===== src/rtl/pipeline_fetch.sv =====
// ---------------------------------------------------------------------------
// pipeline_fetch
//    Instruction fetch stage feeding the fetch/decode pipeline latch. It owns
//    the PC, issues instruction-memory read requests and buffers a returned
//    instruction while decode is stalled. It also applies branch/jump
//    redirects and a sticky halt.
//
// Ports:
//    CLK          clock, all state updates on the rising edge
//    nRST         asynchronous reset, active high (asserted = 1)
//    iren         instruction memory read request
//    iaddr        instruction address (the current pc)
//    ihit         memory returns a valid iload this cycle
//    iload        instruction word from memory
//    fd_accept    fetch/decode latch captures this cycle
//    redirect     branch/jump taken, load redirect_pc
//    redirect_pc  redirect target, low two bits forced to zero
//    halt         stop fetching until the next reset
//    instr_fet    instruction presented to the latch, 0 when not valid
//    pc4_fet      pc + 4 of the presented instruction
//    fet_valid    instr_fet holds a real instruction
// ---------------------------------------------------------------------------
module pipeline_fetch #(
   parameter logic [31:0] PC_INIT = 32'h0000_0000
) (
   input  logic        CLK,
   input  logic        nRST,
   output logic        iren,
   output logic [31:0] iaddr,
   input  logic        ihit,
   input  logic [31:0] iload,
   input  logic        fd_accept,
   input  logic        redirect,
   input  logic [31:0] redirect_pc,
   input  logic        halt,
   output logic [31:0] instr_fet,
   output logic [31:0] pc4_fet,
   output logic        fet_valid
);

   typedef enum logic [1:0] {
      FETCH  = 2'd0,
      HOLD   = 2'd1,
      HALTED = 2'd2
   } fetch_state_t;

   fetch_state_t state;
   fetch_state_t state_next;
   logic [31:0]  pc;
   logic [31:0]  pc_next;
   logic [31:0]  hold_buf;
   logic [31:0]  hold_buf_next;
   logic [31:0]  pc_plus4;

   assign pc_plus4 = pc + 32'd4;
   assign iaddr    = pc;
   assign pc4_fet  = pc_plus4;

   // State, PC and hold buffer registers; reset discards any buffered word.
   always_ff @(posedge CLK or posedge nRST) begin
      if (nRST) begin
         state    <= FETCH;
         pc       <= PC_INIT;
         hold_buf <= 32'd0;
      end else begin
         state    <= state_next;
         pc       <= pc_next;
         hold_buf <= hold_buf_next;
      end
   end

   // Next-state and output logic. Normal FETCH/HOLD behaviour is worked out
   // first, then halt and redirect override it. Halt is checked first
   // because it wins over redirect. Both squash whatever would have been
   // presented, so the latch captures a NOP and nothing is issued twice.
   // Once HALTED, redirects are ignored because only reset may resume
   // fetching.
   always_comb begin
      state_next    = state;
      pc_next       = pc;
      hold_buf_next = hold_buf;
      iren          = 1'b0;
      instr_fet     = 32'd0;
      fet_valid     = 1'b0;

      case (state)
         FETCH: begin
            iren = 1'b1;
            if (ihit) begin
               instr_fet = iload;
               fet_valid = 1'b1;
               if (fd_accept) begin
                  pc_next = pc_plus4;
               end else begin
                  hold_buf_next = iload;
                  state_next    = HOLD;
               end
            end
         end
         HOLD: begin
            instr_fet = hold_buf;
            fet_valid = 1'b1;
            if (fd_accept) begin
               pc_next    = pc_plus4;
               state_next = FETCH;
            end
         end
         HALTED: begin
            state_next = HALTED;
         end
         default: begin
            state_next = FETCH;
         end
      endcase

      if (halt || (state == HALTED)) begin
         state_next    = HALTED;
         pc_next       = pc;
         hold_buf_next = 32'd0;
         instr_fet     = 32'd0;
         fet_valid     = 1'b0;
      end else if (redirect) begin
         state_next    = FETCH;
         pc_next       = {redirect_pc[31:2], 2'b00};
         hold_buf_next = 32'd0;
         instr_fet     = 32'd0;
         fet_valid     = 1'b0;
      end

      // Keep the memory and the latch quiet while reset is held.
      if (nRST) begin
         iren      = 1'b0;
         instr_fet = 32'd0;
         fet_valid = 1'b0;
      end
   end

endmodule


===== config.mk =====
export PLATFORM = sky130hd
export DESIGN_NAME = pipeline_fetch
export DESIGN_NICKNAME = d
export VERILOG_FILES = /design/src/rtl/pipeline_fetch.sv
export SDC_FILE = /design/constraint.sdc
export NUM_CORES = 1
export LEC_CHECK = 0
export BUFFER_PORTS_ARGS = -buffer_cell sky130_fd_sc_hd__buf_4
export CAP_MARGIN = 20
export CORE_ASPECT_RATIO = 0.7
export CORE_UTILIZATION = 49
export CTS_CLUSTER_SIZE = 8
export DETAILED_ROUTE_END_ITERATION = 7
export PLACE_DENSITY_LB_ADDON = 0.1
export SLEW_MARGIN = 40
export SYNTH_ARGS = -nofsm -noshare
export SYNTH_HDL_FRONTEND = slang
export SYNTH_SLANG_ARGS = --single-unit
export TNS_END_PERCENT = 100

===== constraint.sdc =====
create_clock -name CLK -period 3 [get_ports CLK]
set_input_delay 0.3 -clock CLK [delete_from_list [all_inputs] [get_ports CLK]]
set_output_delay 0.3 -clock CLK [all_outputs]
set_load 0.005 [all_outputs]

==> results of run 1 <==
-- worst max-delay path by stage --
stage / end / slack, ps / depth (start not counted)
2_1_floorplan: instr_fet[10] / 440 / 5
3_3_place_gp: pc4_fet[30] / 750 / 5
3_5_place_dp: pc4_fet[28] / 690 / 5
4_1_cts: pc4_fet[28] / 330 / 5
5_1_grt: pc4_fet[30] / 50 / 5
6_report: pc4_fet[28] / 290 / 5
-- power groups by stage --
stage          combinational (W)  clock, W  sequential, W
2_1_floorplan           0.000152         0       0.000931
3_3_place_gp            0.000301         0       0.000956
3_5_place_dp            0.000311         0       0.000958
4_1_cts                 0.000312   0.00104       0.000943
5_1_grt                 0.000340   0.00108       0.000950
6_report                0.000311   0.00103       0.000944
-- sequential cells by signal, indices dropped and copies added (netlist names) --
signal	flops
state	2
iaddr	30
hold_buf	32
-- stage by stage --
stage,hold WS [ps],std cells,instance area (um^2),worst slack [ps]
after floorplan,373.5,484,4238,435.7
after global placement,478.6,710,5460,748.5
after detailed placement,488.6,711,5480,685.4
after CTS,142.3,727,5769,328.0
after global routing,143.6,727,5769,45.80
final,126.9,727,5769,288.6
-- logic make-up (layout without fill, tap and decap cells) --
group                      after synthesis  after routing  share of synthesized area
other                                    1              4                  0.0008872
xor gates and xnor gates                26             26                    0.05388
adders and majority gates                1              1                   0.002960
buffers and inverters                   67            209                    0.07105
DFF                                     64             64                     0.3789
muxes                                   15             15                    0.03730
and+or+nand+nor                        171            171                     0.2111
AOI/OAI and AO/OA                      136            136                     0.2439
-- routing by layer --
metal	vias to the layer above	wire (um)	global-route usage
met3	12	804	0.05923
li1	2047	-	-
met1	2085	5782	0.3891
met2	170	5635	0.4485
met5	-	0	0
met4	0	106	0.06711
-- final cells by class --
| class | count | area share |
|---|---|---|
| Multi-Input combinational cell | 353 | 0.4095 |
| Inverter | 19 | 0.01236 |
| Timing Repair Buffer | 174 | 0.2286 |
| Sequential cell | 64 | 0.2776 |
| Tap cell | 101 | 0.02190 |
| Clock inverter | 6 | 0.01041 |
| Clock buffer | 10 | 0.03969 |
-- Yosys cell counts (all sizes together) (3+ instances only) --
master | count | area share
dfrtp | 64 | 0.38
nor2 | 52 | 0.046
a22oi | 36 | 0.064
nand2 | 35 | 0.031
a22o | 32 | 0.066
clkbuf | 26 | 0.024
buf | 22 | 0.030
inv | 19 | 0.017
xnor2 | 19 | 0.039
nand3 | 18 | 0.022
nand4 | 16 | 0.025
o21ai | 15 | 0.018
a21oi | 12 | 0.014
nor4 | 12 | 0.024
nor3 | 11 | 0.014
mux2i | 9 | 0.021
xor2 | 7 | 0.015
mux2 | 6 | 0.016
o211ai | 6 | 0.011
o2bb2ai | 6 | 0.012
a211o | 5 | 0.010
a311o | 5 | 0.012
nor3b | 4 | 0.0083
or2 | 4 | 0.0059
a2bb2oi | 3 | 0.0062
and2 | 3 | 0.0044
and4 | 3 | 0.0062
nand3b | 3 | 0.0053
o21a | 3 | 0.0053
o22ai | 3 | 0.0044
-- critical path, cell delays in order (launching register included) --
cell	delay (ps)
dfrtp_1	540
nand4_1	440
nor4_2	600
nand3_1	200
xnor2_1	160
buf_4	140
==> qor.csv, run 1 <==
stage;metric;value;unit
outcome;status;finished clean;
pwr;combPwrFrac;0.136;
worst_setup_path;crit_fanout;9;
clock_network;cts_tree;yes;
synthesis;async_flop_share;1.000;
layout;final_cell_mix;173 x buf_4, 64 x dfrtp_1, 51 x nor2_1;
layout;diodes;0;
floorplanning;die_w;113.0;um
pwr;seqPwrFrac;0.414;
synthesis;ys_dominant_reg_cell;dfrtp_1;
layout;drive_gt1_frac;0.3371;
floorplanning;num_rows;27;
worst_hold_path;min_path_type;primary input to async pin;
layout;n_fill_cell;626;
placement;gp_congestion;0.8313;
grt;grt_antenna_before_repair;0;
placement;hpwl;8522;um
flow_run;cap_violations;0;
detailed_routing;detail_route.wl_per_cell;16.96;um
clock_network;ctsResizeCount;0;
clock_network;numCtsBuffers;9;
floorplanning;die-area;0.009007;mm^2
synthesis;yosys_warnings;0;
clock_network;clk_latency;330;ps
floorplanning;initial_core_util;0.5213;
layout;seq_area;0.001602;mm^2
layout;areaGrowthSynthToFinish;36.50;%
sta;min_period;2711;ps
clock_network;htreeDepth;3;
pwr;cellLeakagePower;2.554;nW
sta;finalSetupTns;0;ps
detailed_routing;drt-initial-drc-count;404;
worst_setup_path;reg2reg_depth;4;
detailed_routing;via_count;4314;
layout;final_common_cell;buf_4;
worst_setup_path;cp-start-kind;register;
pwr;netSwitchingPower;0.0005817;W
detailed_routing;drc;0;
sta;setup_viol;0;
worst_setup_path;startpoint;iaddr[17];
sta;hold_viol;0;
sta;final.period_utilization;0.9038;
synthesis;ys_seq_area_frac;0.3789;
pwr;p_per_area;395.8;mW/mm^2
pwr;vdd_drop_max;0.1905;mV
layout;multi_input_area;0.002362;mm^2
pwr;sw_frac_of_total;0.2547;
sta;max_slew.worst_pin.slew;711.8;ps
clock_network;ctsLongestPathBuffers;2;
detailed_routing;wirelength;12330;um
grt;grt_pass1_vias;4004;
clock_network;cts_root_buf;clkbuf_16;
floorplanning;core-area;0.008108;mm^2
clock_network;cts_sinks;64;
clock_network;clk_pin_slew;60;ps
grt;overflow;0;
synthesis;syn_inst;481;
pwr;p_int;0.001702;W
detailed_routing;routed_via_density;5.934;
detailed_routing;antenna_left;0;
detailed_routing;first_pass_iters;6;
sta;fmax;0.3688;GHz
pwr;power;0.002284;W
sta;timing.slew.headroom;0.5211;
grt;grt_util_all_layers;0.2801;
pwr;clockPowerShare;0.450;
grt;grt_pass1_wl;19920;um
worst_setup_path;crit_required;2700;ps
layout;finalNetCount;692;
grt;grt_start_max_net_pins;42;
synthesis;syn_avg_cell_area;8.787;um^2
floorplanning;die_h;79.71;um
worst_setup_path;crit_type;register to output pin;
clock_network;cts_setup_buffers;0;
sta;rsz0062_at_grt;false;
clock_network;hold_buffers;0;
synthesis;syn_area;0.004227;mm^2
worst_setup_path;end_kind;output pin;
placement;port_buffers;161;
worst_setup_path;r2r_end;iaddr[30];
layout;finish.utilization;0.7116;
worst_setup_path;rr_startpoint;iaddr[17];
sta;slew_violations;0;
worst_setup_path;arrival;2410;ps
synthesis;synth_edf_count;0;
floorplanning;ios;168;
worst_setup_path;reg2reg_slack;700;ps
synthesis;ys_ff_latch;64;
sta;finClkSkew;4.998;ps
synthesis;synth.distinct_cells;58;
(Power assumes the default switching activity.)
==> inputs of run 2 (changes only) <==
--- a/config.mk
+++ b/config.mk
@@ -8,7 +8,8 @@
 export BUFFER_PORTS_ARGS = -buffer_cell sky130_fd_sc_hd__buf_4
 export CAP_MARGIN = 20
 export CORE_ASPECT_RATIO = 0.7
-export CORE_UTILIZATION = 49
+export CORE_UTILIZATION = 46
+export CTS_BUF_LIST = sky130_fd_sc_hd__clkbuf_4
 export CTS_CLUSTER_SIZE = 8
 export DETAILED_ROUTE_END_ITERATION = 7
 export PLACE_DENSITY_LB_ADDON = 0.1
==> constraint.sdc (replaced) <==
create_clock -name CLK -period 2.25 [get_ports CLK]
set_input_delay 0.225 -clock CLK [delete_from_list [all_inputs] [get_ports CLK]]
set_output_delay 0.225 -clock CLK [all_outputs]
set_load 0.005 [all_outputs]
==> qor.csv, run 2 (synthesis gave the netlist of run 1 again) <==
stage;metric;value;unit;change
worst_hold_path;min_from;iload[7];;
pwr;clockPowerShare;0.306;;-0.144
floorplanning;die_h;82.20;um;+3.1%
sta;setup_viol;19;;+19
floorplanning;initial_core_util;0.4865;;-0.03483
detailed_routing;drt-initial-drc-count;384;;-5.0%
sta;min_period;2373;ps;
placement;dp_cells;740;;+4.1%
pwr;combPwrFrac;0.209;;+0.073
detailed_routing;wirelength;14040;um;+14%
outcome;status;finished, violations left;;
detailed_routing;antenna_left;0;;unchanged
grt;grt_pass1_wl;20200;um;+1.4%
layout;final_common_cell;buf_4;;
worst_setup_path;cp-start-kind;register;;
outcome;violations;setup timing;;
pwr;netSwitchingPower;0.0007280;W;+25%
placement;gp_congestion;0.8130;;-2.2%
placement;hpwl;8381;um;-1.6%
grt;overflow;0;;unchanged
sta;hold_viol;0;;unchanged
pwr;power;0.002561;W;+12%
sta;max_slew.worst_pin.slew;651.5;ps;-60.33 ps
clock_network;clk_latency;420;ps;+90 ps
sta;timing.slew.headroom;0.5657;;+0.04460
worst_setup_path;arrival;2150;ps;-260 ps
clock_network;cts_root_buf;clkbuf_4;;
grt;grt_util_all_layers;0.2732;;-0.006946
detailed_routing;routed_via_density;5.802;;-2.2%
pwr;p_per_area;397.7;mW/mm^2;+0.48%
sta;slew_violations;0;;unchanged
worst_setup_path;crit_type;register to output pin;;
worst_setup_path;end_kind;output pin;;
layout;drive_gt1_frac;0.4498;;+0.1127
layout;largest_reg_flops;32;;unchanged
layout;final_cell_mix;215 x buf_4, 50 x nor2_1, 50 x dfrtp_1;;
layout;finish.utilization;0.7412;;+0.02964
floorplanning;die_w;116.6;um;+3.2%
pwr;cellLeakagePower;2.914;nW;+14%
detailed_routing;detail_route.wl_per_cell;17.40;um;+2.6%
floorplanning;core-area;0.008688;mm^2;+7.2%
clock_network;cts_sinks;64;;unchanged
floorplanning;die-area;0.009582;mm^2;+6.4%
pwr;p_int;0.001833;W;+7.7%
worst_setup_path;rr_startpoint;iaddr[2];;
floorplanning;ios;168;;unchanged
layout;top_register;hold_buf;;
clock_network;ctsLongestPathBuffers;2;;unchanged
clock_network;numCtsBuffers;9;;unchanged
sta;final.period_utilization;1.055;;
sta;fin_ws;-123.4;ps;-411.9 ps
flow_run;cap_violations;0;;unchanged
grt;grt_start_max_net_pins;65;;+55%
layout;fin_cells;807;;+11%
clock_network;clk_pin_slew;120;ps;+60 ps
clock_network;cts_tree;yes;;
placement;dpl_cell_area;0.005587;mm^2;+1.9%
sta;rsz0062_at_grt;true;;
layout;finish.instance_area;0.006440;mm^2;+12%
detailed_routing;via_count;4682;;+8.5%
sta;fmax;0.4213;GHz;
layout;finalNetCount;753;;+8.8%
worst_setup_path;startpoint;iaddr[15];;
grt;grt_pass1_vias;4047;;+1.1%
pwr;sw_frac_of_total;0.2842;;+0.02948
detailed_routing;first_pass_iters;6;;unchanged
worst_hold_path;min_path_type;primary input to register;;
pwr;vdd_drop_max;0.3090;mV;+62%
sta;finalSetupTns;-946.2;ps;-946.2 ps
layout;areaGrowthSynthToFinish;52.37;%;
grt;grt_antenna_before_repair;0;;unchanged
sta;finClkSkew;14.89;ps;+9.888 ps
worst_setup_path;crit_fanout;9;;unchanged
pwr;seqPwrFrac;0.485;;+0.071
layout;diodes;0;;unchanged
clock_network;htreeDepth;3;;unchanged
worst_setup_path;crit_required;2030;ps;-670 ps
floorplanning;num_rows;28;;+3.7%
detailed_routing;drc;0;;unchanged
placement;port_buffers;161;;unchanged
[run 2: worst paths after layout]
| check | slack [ps] | endpoint | cells after the start |
|---|---|---|---|
| max | -120 | pc4_fet[24] | 6 |
| min reg2reg | 520 | hold_buf[29] | 1 |
| min | 20 | hold_buf[7] | 2 |
| max in group asynchronous | 1230 | iaddr[11] | 4 |
| min in group asynchronous | 560 | iaddr[28] | 4 |
| max reg2reg | -20 | iaddr[26] | 10 |
[run 2: timing repair]
item | in CTS | in global routing
pin swaps | 12 | 23
setup endpoints to repair | 55 | 48
buffers inserted | 34 | 7
endpoints found under the hold margin | 8 | 5
hold buffers | 4 | 5
gates cloned | 1 | 0
gates resized for setup | 28 | 39
[run 2: critical path, cell delays in order (launching register included)]
cell and delay [ps]:
dfrtp_2 490, nand3_1 280, nor4_2 340, buf_4 190, nand3_1 140, xnor2_1 170
buf_4 130
[run 2: stage by stage]
step                      hold WS (ps)  setup WS [ps]
after global placement           406.2          245.4
after detailed placement         410.5          209.5
after CTS                       0.1007         -47.60
after floorplan                  298.5          104.2
final                            22.61         -123.4
after global routing             5.155         -246.3
[run 2: power groups by stage]
stage          registers, W  logic, W  clock network (W)
2_1_floorplan       0.00124  0.000203                  0
3_3_place_gp        0.00127  0.000426                  0
3_5_place_dp        0.00127  0.000432                  0
4_1_cts             0.00124  0.000508           0.000800
5_1_grt             0.00125  0.000575           0.000843
6_report            0.00124  0.000535           0.000783
[run 2: final cells by class]
type	instances	area, um^2
tap	120	150.1
clock buffer	11	82.58
multi-input combinational	353	2635
sequential	64	1619
fill	652	2248
clock inverter	5	47.55
inverter	19	75.07
timing repair buffer	235	1831
[run 2: metal layers]
layer	wire length, um	part of all wire	GRT usage	vias to the layer above
met2	6560	0.47	0.4148	221
li1	-	-	-	2175
met5	0	0	0	-
met1	6007	0.43	0.3823	2257
met4	317	0.023	0.08987	0
met3	1159	0.083	0.06715	29
